File: config.mk
export PLATFORM = sky130hd
export DESIGN_NAME = step_sequencer_flat
export DESIGN_NICKNAME = d
export VERILOG_FILES = /design/src/rtl/drum_pkg.sv /design/src/rtl/step_sequencer_if.sv /design/src/rtl/bpm_tick_gen.sv /design/src/rtl/step_sequencer.sv /design/src/flat_wrapper.sv
export SDC_FILE = /design/constraint.sdc
export NUM_CORES = 1
export LEC_CHECK = 0
export CELL_PAD_IN_SITES_DETAIL_PLACEMENT = 0
export CELL_PAD_IN_SITES_GLOBAL_PLACEMENT = 1
export CORE_ASPECT_RATIO = 1.4
export CORE_MARGIN = 5
export CORE_UTILIZATION = 48
export DETAILED_ROUTE_END_ITERATION = 8
export HOLD_SLACK_MARGIN = 0.05
export PLACE_DENSITY_LB_ADDON = 0.3
export SLEW_MARGIN = 20
export SYNTH_ARGS = -nofsm -noshare
export SYNTH_HDL_FRONTEND = slang
export SYNTH_HIERARCHICAL = 1
export SYNTH_SLANG_ARGS = --single-unit
File: constraint.sdc
create_clock -name clk -period 8.7 [get_ports clk]
set_input_delay 1.74 -clock clk [delete_from_list [all_inputs] [get_ports clk]]
set_output_delay 1.74 -clock clk [all_outputs]
set_load 0.02 [all_outputs]
File: src/rtl/drum_pkg.sv
`default_nettype none
// ============================================================================
//  Module   : drum_pkg
//  Purpose  : Shared types and widths for the drum-machine step sequencer.
//  Revision : 1.0  initial release
// ============================================================================
package drum_pkg;

    localparam int TRACKS = 4;
    localparam int STEPS  = 8;
    localparam int STEP_W = 3;
    localparam int PAT_W  = 8;
    localparam int BPM_W  = 8;
    localparam int ACC_W  = 33;

    // Load/play sequence; LD_INS1..LD_INS4 encode the track index in bits [1:0].
    typedef enum logic [2:0] {
        LD_INS1 = 3'd0,
        LD_INS2 = 3'd1,
        LD_INS3 = 3'd2,
        LD_INS4 = 3'd3,
        LD_BPM  = 3'd4,
        PLAY    = 3'd5
    } state_t;

endpackage
`default_nettype wire

File: src/rtl/step_sequencer_if.sv
`default_nettype none
// ============================================================================
//  Module   : step_sequencer_if
//  Purpose  : Board-side controls and voice/display outputs of the sequencer.
//  Revision : 1.0  initial release
// ============================================================================
interface step_sequencer_if;
    import drum_pkg::*;

    logic                go;
    logic [PAT_W-1:0]    sel;
    logic [TRACKS-1:0]   ld_ins;
    logic                ld_bpm;
    logic                play;
    logic [STEP_W-1:0]   step;
    logic                step_tick;
    logic [TRACKS-1:0]   hit;
    logic [PAT_W-1:0]    ins0;
    logic [PAT_W-1:0]    ins1;
    logic [PAT_W-1:0]    ins2;
    logic [PAT_W-1:0]    ins3;
    logic [BPM_W-1:0]    bpm;

    // Board / test side: drives the switches and the go key.
    modport master (
        output go, sel,
        input  ld_ins, ld_bpm, play, step, step_tick, hit,
        input  ins0, ins1, ins2, ins3, bpm
    );

    // Sequencer side.
    modport slave (
        input  go, sel,
        output ld_ins, ld_bpm, play, step, step_tick, hit,
        output ins0, ins1, ins2, ins3, bpm
    );

endinterface
`default_nettype wire

File: src/rtl/bpm_tick_gen.sv
`default_nettype none
// ============================================================================
//  Module   : bpm_tick_gen
//  Purpose  : Fractional tempo divider. Adds bpm each enabled cycle and
//             signals a tick whenever the sum reaches CLK_HZ*60, so the mean
//             tick period is exactly CLK_HZ*60/bpm cycles.
//  Revision : 1.0  initial release
// ============================================================================
module bpm_tick_gen #(
    parameter int CLK_HZ = 50_000_000
) (
    input  wire                        clk,
    input  wire                        reset,
    input  wire                        en,
    input  wire                        clr,
    input  wire [drum_pkg::BPM_W-1:0]  bpm,
    output logic                       tick
);
    import drum_pkg::*;

    // 60*CLK_HZ exceeds 32 bits for realistic clocks, so build it at full width.
    localparam logic [ACC_W-1:0] LIMIT = ACC_W'(CLK_HZ) * ACC_W'(60);

    logic [ACC_W-1:0] acc_q;
    logic [ACC_W-1:0] acc_d;
    logic [ACC_W-1:0] sum;

    assign sum  = acc_q + ACC_W'(bpm);
    assign tick = en && !clr && (sum >= LIMIT);

    // Next accumulator value: clear, wrap on tick, or plain add.
    always_comb begin
        acc_d = acc_q;
        if (clr) begin
            acc_d = '0;
        end else if (en) begin
            acc_d = tick ? (sum - LIMIT) : sum;
        end
    end

    // Accumulator register.
    always_ff @(posedge clk or negedge reset) begin
        if (!reset) begin
            acc_q <= '0;
        end else begin
            acc_q <= acc_d;
        end
    end

endmodule
`default_nettype wire

File: src/rtl/step_sequencer.sv
`default_nettype none
// ============================================================================
//  Module   : step_sequencer
//  Purpose  : Four-track, eight-step drum sequencer controller: load FSM,
//             pattern/BPM storage, tempo tick, step cursor and hit triggers.
//  Revision : 1.0  initial release
// ============================================================================
module step_sequencer #(
    parameter int CLK_HZ = 50_000_000,
    parameter int TRACKS = 4,
    parameter int STEPS  = 8
) (
    input  wire              clk,
    input  wire              reset,
    step_sequencer_if.slave  bus
);
    import drum_pkg::*;

    state_t               state_q, state_d;
    logic                 go_q;
    logic                 go_rise;
    logic                 tick;
    logic [PAT_W-1:0]     ins_q [TRACKS];
    logic [PAT_W-1:0]     ins_d [TRACKS];
    logic [BPM_W-1:0]     bpm_q, bpm_d;
    logic [STEP_W-1:0]    step_q, step_d, step_nxt;
    logic                 step_tick_q, step_tick_d;
    logic [TRACKS-1:0]    hit_q, hit_d;
    logic [TRACKS-1:0]    ld_ins_q, ld_ins_d;
    logic                 ld_bpm_q, play_q;

    assign go_rise = bus.go & ~go_q;

    // The accumulator only runs in PLAY; a stop clears it on the same edge.
    bpm_tick_gen #(
        .CLK_HZ (CLK_HZ)
    ) u_tick (
        .clk   (clk),
        .reset (reset),
        .en    (state_q == PLAY),
        .clr   ((state_q != PLAY) || go_rise),
        .bpm   (bpm_q),
        .tick  (tick)
    );

    // Next state, captured data, step cursor and trigger pulses.
    always_comb begin
        state_d     = state_q;
        ins_d       = ins_q;
        bpm_d       = bpm_q;
        step_d      = step_q;
        step_tick_d = 1'b0;
        hit_d       = '0;
        step_nxt    = step_q + 3'd1;
        case (state_q)
            LD_INS1, LD_INS2, LD_INS3, LD_INS4: begin
                if (go_rise) begin
                    ins_d[state_q[1:0]] = bus.sel;
                    state_d             = state_t'(state_q + 3'd1);
                end
            end
            LD_BPM: begin
                if (go_rise) begin
                    bpm_d       = bus.sel;
                    state_d     = PLAY;
                    step_d      = '0;
                    step_tick_d = 1'b1;
                    for (int t = 0; t < TRACKS; t++) begin
                        hit_d[t] = ins_q[t][PAT_W-1];
                    end
                end
            end
            PLAY: begin
                // A stop request takes priority over a coincident tick.
                if (go_rise) begin
                    state_d = LD_INS1;
                    step_d  = '0;
                end else if (tick) begin
                    step_d      = step_nxt;
                    step_tick_d = 1'b1;
                    for (int t = 0; t < TRACKS; t++) begin
                        hit_d[t] = ins_q[t][3'(STEPS - 1) - step_nxt];
                    end
                end
            end
            default: state_d = LD_INS1;
        endcase

        ld_ins_d = '0;
        if (state_d inside {LD_INS1, LD_INS2, LD_INS3, LD_INS4}) begin
            ld_ins_d = TRACKS'(1) << state_d[1:0];
        end
    end

    // State, data and registered output flops.
    always_ff @(posedge clk or negedge reset) begin
        if (!reset) begin
            state_q     <= LD_INS1;
            go_q        <= 1'b0;
            bpm_q       <= '0;
            step_q      <= '0;
            step_tick_q <= 1'b0;
            hit_q       <= '0;
            ld_ins_q    <= TRACKS'(1);
            ld_bpm_q    <= 1'b0;
            play_q      <= 1'b0;
            for (int t = 0; t < TRACKS; t++) begin
                ins_q[t] <= '0;
            end
        end else begin
            state_q     <= state_d;
            go_q        <= bus.go;
            bpm_q       <= bpm_d;
            step_q      <= step_d;
            step_tick_q <= step_tick_d;
            hit_q       <= hit_d;
            ld_ins_q    <= ld_ins_d;
            ld_bpm_q    <= (state_d == LD_BPM);
            play_q      <= (state_d == PLAY);
            ins_q       <= ins_d;
        end
    end

    assign bus.ld_ins    = ld_ins_q;
    assign bus.ld_bpm    = ld_bpm_q;
    assign bus.play      = play_q;
    assign bus.step      = step_q;
    assign bus.step_tick = step_tick_q;
    assign bus.hit       = hit_q;
    assign bus.ins0      = ins_q[0];
    assign bus.ins1      = ins_q[1];
    assign bus.ins2      = ins_q[2];
    assign bus.ins3      = ins_q[3];
    assign bus.bpm       = bpm_q;

endmodule
`default_nettype wire

File: src/flat_wrapper.sv
// flat-port wrapper written by rule: the top's interface ports become plain ports
module step_sequencer_flat import drum_pkg::*;
#(
    parameter int CLK_HZ = 50_000_000,
    parameter int TRACKS = 4,
    parameter int STEPS  = 8
)
  (clk, reset, bus_go, bus_sel, bus_ld_ins, bus_ld_bpm, bus_play, bus_step, bus_step_tick, bus_hit, bus_ins0, bus_ins1, bus_ins2, bus_ins3, bus_bpm);
  step_sequencer_if bus_i ();
  input  wire clk;
  input  wire reset;
  input wire logic [$bits(bus_i.go)-1:0] bus_go;
  input wire logic [$bits(bus_i.sel)-1:0] bus_sel;
  output wire logic [$bits(bus_i.ld_ins)-1:0] bus_ld_ins;
  output wire logic [$bits(bus_i.ld_bpm)-1:0] bus_ld_bpm;
  output wire logic [$bits(bus_i.play)-1:0] bus_play;
  output wire logic [$bits(bus_i.step)-1:0] bus_step;
  output wire logic [$bits(bus_i.step_tick)-1:0] bus_step_tick;
  output wire logic [$bits(bus_i.hit)-1:0] bus_hit;
  output wire logic [$bits(bus_i.ins0)-1:0] bus_ins0;
  output wire logic [$bits(bus_i.ins1)-1:0] bus_ins1;
  output wire logic [$bits(bus_i.ins2)-1:0] bus_ins2;
  output wire logic [$bits(bus_i.ins3)-1:0] bus_ins3;
  output wire logic [$bits(bus_i.bpm)-1:0] bus_bpm;
  assign bus_i.go = bus_go;
  assign bus_i.sel = bus_sel;
  assign bus_ld_ins = bus_i.ld_ins;
  assign bus_ld_bpm = bus_i.ld_bpm;
  assign bus_play = bus_i.play;
  assign bus_step = bus_i.step;
  assign bus_step_tick = bus_i.step_tick;
  assign bus_hit = bus_i.hit;
  assign bus_ins0 = bus_i.ins0;
  assign bus_ins1 = bus_i.ins1;
  assign bus_ins2 = bus_i.ins2;
  assign bus_ins3 = bus_i.ins3;
  assign bus_bpm = bus_i.bpm;
  step_sequencer #(.CLK_HZ(CLK_HZ), .TRACKS(TRACKS), .STEPS(STEPS)) u_core (.clk(clk), .reset(reset), .bus(bus_i));
endmodule
Word level (Yosys, flattened, before mapping) --
Index checks and enable logic that the tools add are counted.
Word-level totals: output and inout bits 54, register bits after elaboration 91, logic and storage cells 85, memory bits (read-only) 0, memories kept 0, input port bits 11, latch bits 0, bits in writable memories 0
Cells by class: multiply operators 0, divide/modulo/power cells 0, reduce and logical (&&, ||, !) cells 14, shift operators 1, mux-type cells 31, add/subtract/negate cells 5, bitwise gates (word level) 3, equality and inequality tests 13, magnitude comparators 4
Operators with widths (count):
- $mux W33 | 3
- $add A33 B8 Y33 | 1
- $ge A33 B32 Y1 const B | 1
- $sub A33 B32 Y33 const B | 1
- $bwmux W32 | 1
- $mux W3 | 6
- $demux W8 S2 | 1
- $mux W4 | 4
- $bmux W1 S3 | 4
- $eq A3 B2 Y1 const B | 4
- $eq A3 B3 Y1 const B | 4
- $pmux W3 S3 | 1
- $mux W8 | 1
- $pmux W4 S2 | 1
- $mux W1 | 7
- $add A3 B1 Y3 const B | 2
- $eq A3 B1 Y1 const B | 2
- $logic_not A3 Y1 | 2
- $pmux W3 S2 | 1
- $lt A3 B4 Y1 const B | 1
- $reduce_and A2 Y1 | 2
- $reduce_bool A2 Y1 | 2
- $reduce_bool A4 Y1 | 1
- $reduce_or A4 Y1 | 1
- 15 further kinds | 17

Longest topological paths before layout --
Gate-level depths: netlist of run 1.
word-level depth 9, depth in mapped cells 18, mapped depth without buffers 17

By module --
The synthesis of run 1 kept the hierarchy.
By module, submodules not included:
- bpm_tick_gen | area an instance 3721.1 sq um, instances 1, seq. area each 825.8 sq um, cells each 481
- step_sequencer | area an instance 2653.8 sq um, instances 1, seq. area each 1452.6 sq um, cells each 214

Worst setup path after synthesis of run 1 --
OpenSTA, ideal clock, no wires.
path kind reg2reg, start reg u_core.bpm_q[0] (netlist: u_core/bus.bpm[0]), end reg u_core.u_tick.acc_q[22], clock period less this slack 4.047 ns, buffers on the path 3, stages on the path, launching flop included 18, data required time 8.572 ns, arrival time 3.919 ns, slack 4.653 ns, setup time 0.128 ns, cell sequence dfrtp_1 ha_1 inv_1 fa_1 nand2b_1 a21oi_2 o21ai_2 buf_6 or3_4 o221ai_2 nand2_1 o41a_4 nand3_2 buf_4 buf_6 a21oi_1 a31oi_1 mux2_1
On the way: word-level cells in the longest chain between the ends 6, elaborated cells on any way between the ends 7, classes of those cells add/sub: 2; order compare: 1; mux: 3; reduce/logical: 1
RTL lines:
- start: declaration | line step_sequencer.sv:25 | logic [BPM_W-1:0] bpm_q, bpm_d;
- start signal: assignment | line step_sequencer.sv:113 | bpm_q <= bpm_d;
- $add A33 B8 Y33 (*) | line bpm_tick_gen.sv:28 | assign sum = acc_q + ACC_W'(bpm);
- $ge A33 B32 Y1 | line bpm_tick_gen.sv:29 | assign tick = en && !clr && (sum >= LIMIT);
- $logic_and A1 B1 Y1 | line bpm_tick_gen.sv:29
- $mux W33 (*) | line bpm_tick_gen.sv:37 | acc_d = tick ? (sum - LIMIT) : sum;
- $mux W33 (*) | line bpm_tick_gen.sv:36 | end else if (en) begin
- $mux W33 (*) | line bpm_tick_gen.sv:34 | if (clr) begin
- end signal: assignment | line bpm_tick_gen.sv:44 | acc_q <= '0;
- end signal: assignment | line bpm_tick_gen.sv:46 | acc_q <= acc_d;
- end: declaration | line bpm_tick_gen.sv:24 | logic [ACC_W-1:0] acc_q;
Every way passes the cells marked *; elsewhere a longest branch is shown, timed or not. The select of a mux whose other input is x is not followed. A chain may end at the register's enable or synchronous reset.

Final worst setup path of run 1 --
start reg u_core.bpm_q[7] (netlist: u_core/bus.bpm[7]), end reg u_core.u_tick.acc_q[18]
Same word-level chain as after synthesis.

==> summary.md, run 1 <==
For this run, the top clock speed supported by timing is 0.200 GHz. The run gives 0.000232 V as the peak supply drop. Clock tree synthesis selected as its root buffer the cell clkbuf_16.

For this run the aggregate overflow at the end of global routing stands at 0. Summing the areas of all xor and xnor instances in the mapped netlist gives 3.98% of the synthesized area. In this run the cell area of the synthesized design comes to 6370 µm². The tools report the post-detailed-placement half-perimeter wirelength as 13400 µm. For the remaining max-slew budget at the tightest pin, the log shows 44.4%. The number of antenna violations at the first check in global routing was 0. Leaving out fill and tap cells, the most frequent cell in the layout is dfrtp_1.

Between clock sinks in the finished design, the worst skew comes to 0.0109 ns. Port buffering added 64 buffers. The clock passes through at most 2 buffers. The area growth from synthesis to layout is 15.7%. 0 antenna diodes ended up in the layout. The number of nets handed over by synthesis was 724. At the end of routability-driven placement, the weighted congestion stood at 0.864. Clock latency on the worst-skew pair, taken at its later pin, is 0.35 ns. The run finished with clean final reports. The number of setup buffers added after CTS was 0.

Counting flops and latches in the post-synthesis netlist gives 91. Class of the worst hold path: flop to flop. The type of the worst setup path was flop to flop. After clock tree synthesis, the clock-pin slew on the worst setup and hold paths is 0.07 ns.

The top cell types in the final layout, fill and taps aside, are dfrtp_1 (90), nand2_1 (78), clkdlybuf4s50_1 (63), nor2_1 (45), a21oi_1 (33). The die span in y was 146 µm; the final antenna-violating net count was 0. The floorplan row count is 49, and the number of ports placed on the die boundary is 65.

The part of the cycle the worst path needs is 57.5%. The maximum fanout encountered on the critical timing path was 29; the flip-flop and latch area was 2280 µm². After Yosys synthesis, full adders, half adders and majority gates account for 3.65% of the synthesized area. The total power divided by cell area works out to 246 nW/µm². In the synthesized netlist the dominant register cell turns out to be dfrtp_1. STA classifies the critical path startpoint as a flop. Dividing the detail-routed via count by the number of cells gives 6.25. The net count of the finished layout is 765.

Hold violation count in the final report: 0. After synthesis, the largest family of logic cells by area is simple AND/OR/NAND/NOR gates. The share of the synthesized area in the top cell type works out to 35.3%. The run gives 313 as the number of DRC violations after detailed-routing iteration 0. The fraction of registers with async set or reset after synthesis is 100%. The filler cells instantiated in the layout total 1177. In the final routed layout, each cell accounts on average for 20.3 µm.

Measured along the x axis, the die boundary spans 107 µm. The tree built by TritonCTS fans out to 91 sinks. Entering global routing, the biggest net connects 49 pins. The slew at the pin with the worst max-slew slack came out at 0.834 ns. STA classifies the critical path endpoint as a flop.

For the total number of H-tree levels, the log shows 3. The final count of negative-setup-slack endpoints came out at 0. The tools report the initial core utilization as 49.3%. TritonCTS built the clock tree. For the count of final max-slew check failures, the log shows 0. Summed over all instances, the cell type with the most area after synthesis is dfrtp_1. In the final layout, the multi-input gates occupy 3820 µm². Setup repair after global routing left no endpoint under its margin.

The run gives 5742 as the number of vias in the routed layout. The gate count of the mapped netlist is 695, and the leakage power is 0.00297 µW. The run gives 12900 µm² as the floorplan core area.

The number of gates given a new drive strength after cts was 0. For this design, the CTS-stage hold fixing added 0 buffers. The routed design has 18600 µm of wire. By area the synthesized netlist is led by dfrtp_1 (35%), mux2_2 (5.7%), nand2_1 (4.6%), ha_1 (3.3%), nor2_1 (2.6%).

After Yosys synthesis, and, or, nand and nor cells account for 22.3% of the synthesized area. Cells with a size suffix above 1 make up 12.6% of the layout. The number of buffers added by the clock tree synthesis step is 9. Averaged over all synthesized cells, the footprint is 9.17 µm². The number of global-route vias before repair was 5836. The critical path required time was 8.92 ns; the shortest clock period the worst path allows after layout was 5.00 ns.

The floorplan die area was 15700 µm²; the placement-stage worst setup slack was 3.55 ns. The logs give 3.70 ns for the final critical-path setup slack and 6 for the total number of yosys warnings. The final total power was 1810 µW; the area fraction in compound gates after synthesis was 19.5%.

The number of library cell types mapped by synthesis was 93. The DRC violation count after routing is 0. For this run, the total global-route usage over all layers was measured as 24.1%. In this run, synthesis inferred 0 flip-flops with an integrated enable. The post-synthesis sequential area ratio was 35.7%; the final sum of negative setup slack was 0 ns.

Before antenna repair, the detailed router went through 8 iterations. Across the run, the number of max-cap violations was 0. In the synthesized netlist, mux cells make up 10.5% of the area.

STA puts the critical path data arrival time at 5.23 ns. The tools report the wire length of the first global-routing pass as 30500 µm.
-- final cells by class --
type,instances,share of cell area [%]
Multi-Input combinational cell,543,51.8
Sequential cell,91,30.9
Timing Repair Buffer,67,8.95
Clock buffer,10,3.10
Tap cell,178,3.02
Inverter,24,1.22
Clock inverter,6,1.00
-- routing by layer --
layer  global-route usage (%)  wire length (µm)  vias to the layer above
met5                        0                 0                        -
li1                         -                 -                     2667
met4                     12.0               759                        0
met1                     29.3              7520                     2823
met3                     3.27               861                       50
met2                     41.5              9470                      202
-- logic make-up after synthesis --
group | after synthesis
buf+inv | 61
fa+ha+maj | 18
flops | 91
compound gates | 172
mux | 57
xor+xnor | 29
simple gates | 267
-- stage by stage --
step	cell area (µm²)	utilization [%]	hold WS, ns	cells
after floorplan	6370	-	0.490	695
after global placement	7080	54.7	0.507	903
after detailed placement	7080	54.7	0.515	903
after CTS	7380	57.0	0.537	919
after global routing	7380	57.0	0.563	919
final	7380	57.0	0.526	919
-- synth_stat cells, drive strengths merged (13+ instances only) --
master,count
nand3,28
and3,13
clkbuf,19
buf,18
inv,23
mux2,40
o21ai,38
nor3,22
xor2,13
xnor2,16
ha,17
a21oi,34
a31oi,14
nor2,46
nand2,81
dfrtp,90
mux2i,13
-- final timing paths --
| check | slack (ns) | endpoint | start | cells past startpoint |
|---|---|---|---|---|
| setup / recovery | 3.70 | u_core/u_tick/acc_q[18] | u_core/bus.bpm[7] | 12 |
| hold / removal | 0.53 | u_core/bus.bpm[0] | u_core/bus.bpm[0] | 2 |
| setup reg to reg | 3.70 | u_core/u_tick/acc_q[18] | u_core/bus.bpm[7] | 12 |
| hold reg to reg | 0.53 | u_core/bus.bpm[0] | u_core/bus.bpm[0] | 2 |
| max in group asynchronous | 6.25 | u_core/bus.ins2[1] | reset | 2 |
| min in group asynchronous | 1.41 | u_core/u_tick/acc_q[13] | reset | 1 |
-- critical path, stage by stage, from the launching register on --
cell      delay [ns]
dfrtp_1         0.43
ha_1            0.53
o211ai_2        0.15
or3_1           0.43
a21oi_1         0.63
nor4_1          0.16
o311ai_1        0.59
or3_4           0.25
o41a_4          0.19
nand3_2         0.54
and4_1          0.47
nor3_1          0.17
mux2_1          0.34
-- power by group --
group / switching (µW) / internal [µW]
clock network: 187 / 227
registers: 108 / 536
logic: 408 / 348
-- state kept, by name, summed over array words and instances (netlist names) --
| signal | flops |
|---|---|
| u_core/u_tick/acc_q | 33 |
| u_core/bus.bpm | 8 |
| u_core/bus.ins0 | 8 |
| u_core/bus.ins1 | 8 |
| u_core/bus.ins2 | 8 |
| u_core/bus.ins3 | 8 |
| u_core/bus.hit | 4 |
| u_core/bus.ld_ins | 4 |
| u_core/bus.step | 3 |
| u_core/state_q | 3 |
| u_core/bus.ld_bpm | 1 |
| u_core/bus.play | 1 |
| u_core/bus.step_tick | 1 |
| u_core/go_q | 1 |
Power figures use the tool's default switching activity.
==> run 2: changes to the inputs <==
CORE_UTILIZATION = 45   (was 48)
clock period = 4.7 ns   (was 8.7 ns; I/O delays follow)
==> run 2 against run 1 <==
Compared with the run above:
- maximum frequency increased by 12%
- die area increased by 6.1%
- worst hold slack got worse by 0.0099 ns
- largest power group unchanged
- setup slack got worse by 3.5 ns
==> summary.md, run 2 (synthesis gave the netlist of run 1 again) <==
STA puts the critical path data arrival time at 4.71 ns. Global routing consumed, over all layers together, 22.5% of the routing resources. The logs give 5806 for the number of global-route vias before repair and 0.35 ns for the latest clock arrival within the worst-skew pair. The wire-length estimate of the detail-placed layout is 14000 µm. Top layer reached by signal wires: met4. In this run the post-CTS setup repair buffer count came out at 0. In this run the static leakage power is 0.00307 µW.

The highest achievable clock rate was 0.224 GHz; the count of final max-slew check failures was 0. The total power divided by cell area was 446 nW/µm²; the placement-stage worst setup slack was 0.307 ns. Setup repair after global routing left no endpoint under its margin. The floorplan die area was 16700 µm². Using the TritonRoute via totals, the vias-per-cell ratio works out to 6.01.

For the routed length on met2, the log shows 9970 µm. The pre-antenna-repair detailed-routing pass consisted of 5 iterations. The met1 wire length was 7080 µm. The cell depth of the worst hold path was 2; the shortest clock period the worst path allows after layout was 4.47 ns. The maximum clock insertion buffer count is 2. The flow ran to the end, and the final reports show no timing, DRC or antenna violations. The cell sitting at the root of the clock tree is a clkbuf_16. Across the VDD grid, the largest voltage drop is 0.000338 V. The final sum of negative setup slack is 0 ns, and the max capacitance violation total is 0. The maximum fanout encountered on the critical timing path came out at 12. The die span in y was 151 µm.

The finished layout holds 941 standard cells, fillers aside. For this design the top-level I/O count stands at 65. The kind of end point of the critical path is a flop. Wire segments on met3 add up to 952 µm in the final route. Leaving out fill and tap cells, the most frequent cell in the layout is dfrtp_1. The logs give 0 for the final global-route overflow total and 288 for the number of DRC violations after detailed-routing iteration 0.

The pin count of the biggest net entering global routing was 54. For the final database, setup skew stands at 0.0100 ns. The run gives 780 as the number of nets at the end of the flow. The fraction of final layout cells with drive strength greater than 1 works out to 14.7%. The top cell types in the final layout, fill and taps aside, are dfrtp_1 (90), nand2_1 (78), clkdlybuf4s50_1 (63), nor2_1 (45). The horizontal extent of the die was 111 µm.

The routed wirelength normalized by instance count is 19.9 µm. The logs give 51 for the floorplan row count and 91 for the total clock sinks. The number of placed instances, taps included, is 925. The tools report the final antenna-violating net count as 0. The number of cells on the worst reg-to-reg path came out at 13. The quantity of I/O buffers inserted on ports was 64.

The critical path in this run is classified as flop to flop. The wire length of the first global-routing pass is 30000 µm, and the DRC violation count after routing is 0. TritonCTS built the clock tree. Ranked by flip-flop count, first place goes to u_core/u_tick/acc_q.

Setup violations remaining at the end of the flow were counted as 0. Once the floorplan was initialized, standard cells occupied 45.8% of the core. The number of clock buffers added by TritonCTS is 9. The tools report the hold violation count in the final report as 0. The aggregate routed wire length came out at 18800 µm. Remaining max-slew budget at the tightest pin: 47.7%. The worst path uses 95.2% of the clock period. At the pin with the least slew margin, the transition time is 0.782 ns. The repair_antennas step left the layout with diodes totalling 0. STA classifies the critical path startpoint as a flop. The final weighted congestion in routability-driven placement is 0.903, and the post-synthesis to final-layout area growth is 18.2%. For the number of antenna violations at the first check in global routing, the log shows 0. The flip-flop count of the largest register after layout is 33, and the number of vias in the routed layout is 5652.

At the worst endpoint, the required time is 4.94 ns. The worst path meets setup with 0.227 ns of slack. The logs give 3 for the total number of H-tree levels and 13900 µm² for the floorplan core area. Clock-pin slew was measured on the worst setup and hold paths at 0.07 ns.

Class of the worst hold path: flop to flop.
## run 2: final cells by class
type / count / area [µm²]
inverter: 24 / 90.1
clock inverter: 7 / 95.1
clock buffer: 9 / 225
fill: 1322 / 6380
sequential: 91 / 2280
multi-input combinational: 543 / 3840
timing repair buffer: 82 / 773
tap: 185 / 231
## run 2: power breakdown
| group | internal (µW) | switching [µW] | total (µW) |
|---|---|---|---|
| clock | 430 | 360 | 790 |
| combinational | 648 | 756 | 1400 |
| sequential | 992 | 178 | 1170 |
## run 2: metal layers
layer	vias to the layer above	track usage, %
li1	2685	-
met4	0	11.0
met5	-	0
met1	2718	24.2
met3	47	4.00
met2	202	42.5
## run 2: path summary, 6_finish.rpt
| path | slack (ns) | from | endpoint |
|---|---|---|---|
| hold / removal | 0.52 | u_core/bus.bpm[6] | u_core/bus.bpm[6] |
| setup / recovery | 0.23 | u_core/bus.bpm[7] | u_core/bus.step[2] |
| min in group asynchronous | 0.63 | reset | u_core/u_tick/acc_q[13] |
| hold reg to reg | 0.52 | u_core/bus.bpm[6] | u_core/bus.bpm[6] |
| max in group asynchronous | 3.08 | reset | u_core/bus.ins3[6] |
| setup reg to reg | 0.23 | u_core/bus.bpm[7] | u_core/bus.step[2] |
## run 2: timing repair
action | in CTS | in global routing
setup endpoints to repair | 0 | 7
hold buffers | 0 | 0
gates resized for setup | 0 | 3
## run 2: through the flow
stage	instance area, µm²	util [%]	hold slack (ns)	total power, µW
after floorplan	6370	-	0.490	1970
after global placement	7200	51.7	0.498	2560
after detailed placement	7200	51.7	0.500	2590
after CTS	7520	54.0	0.521	3400
after global routing	7530	54.2	0.547	3550
final	7530	54.2	0.516	3360
## run 2: worst max-delay path: stages, from the launching register on
cell and delay, ns:
dfrtp_1 0.40, ha_1 0.46, a21o_1 0.25, or2_1 0.27, o21ai_2 0.59, nor4_4 0.12, xnor2_1 0.21, or3_4 0.43
o41a_4 0.52, a31oi_1 0.35, nand2b_1 0.09, a21oi_1 0.35, o21ai_0 0.16, o2bb2ai_1 0.15
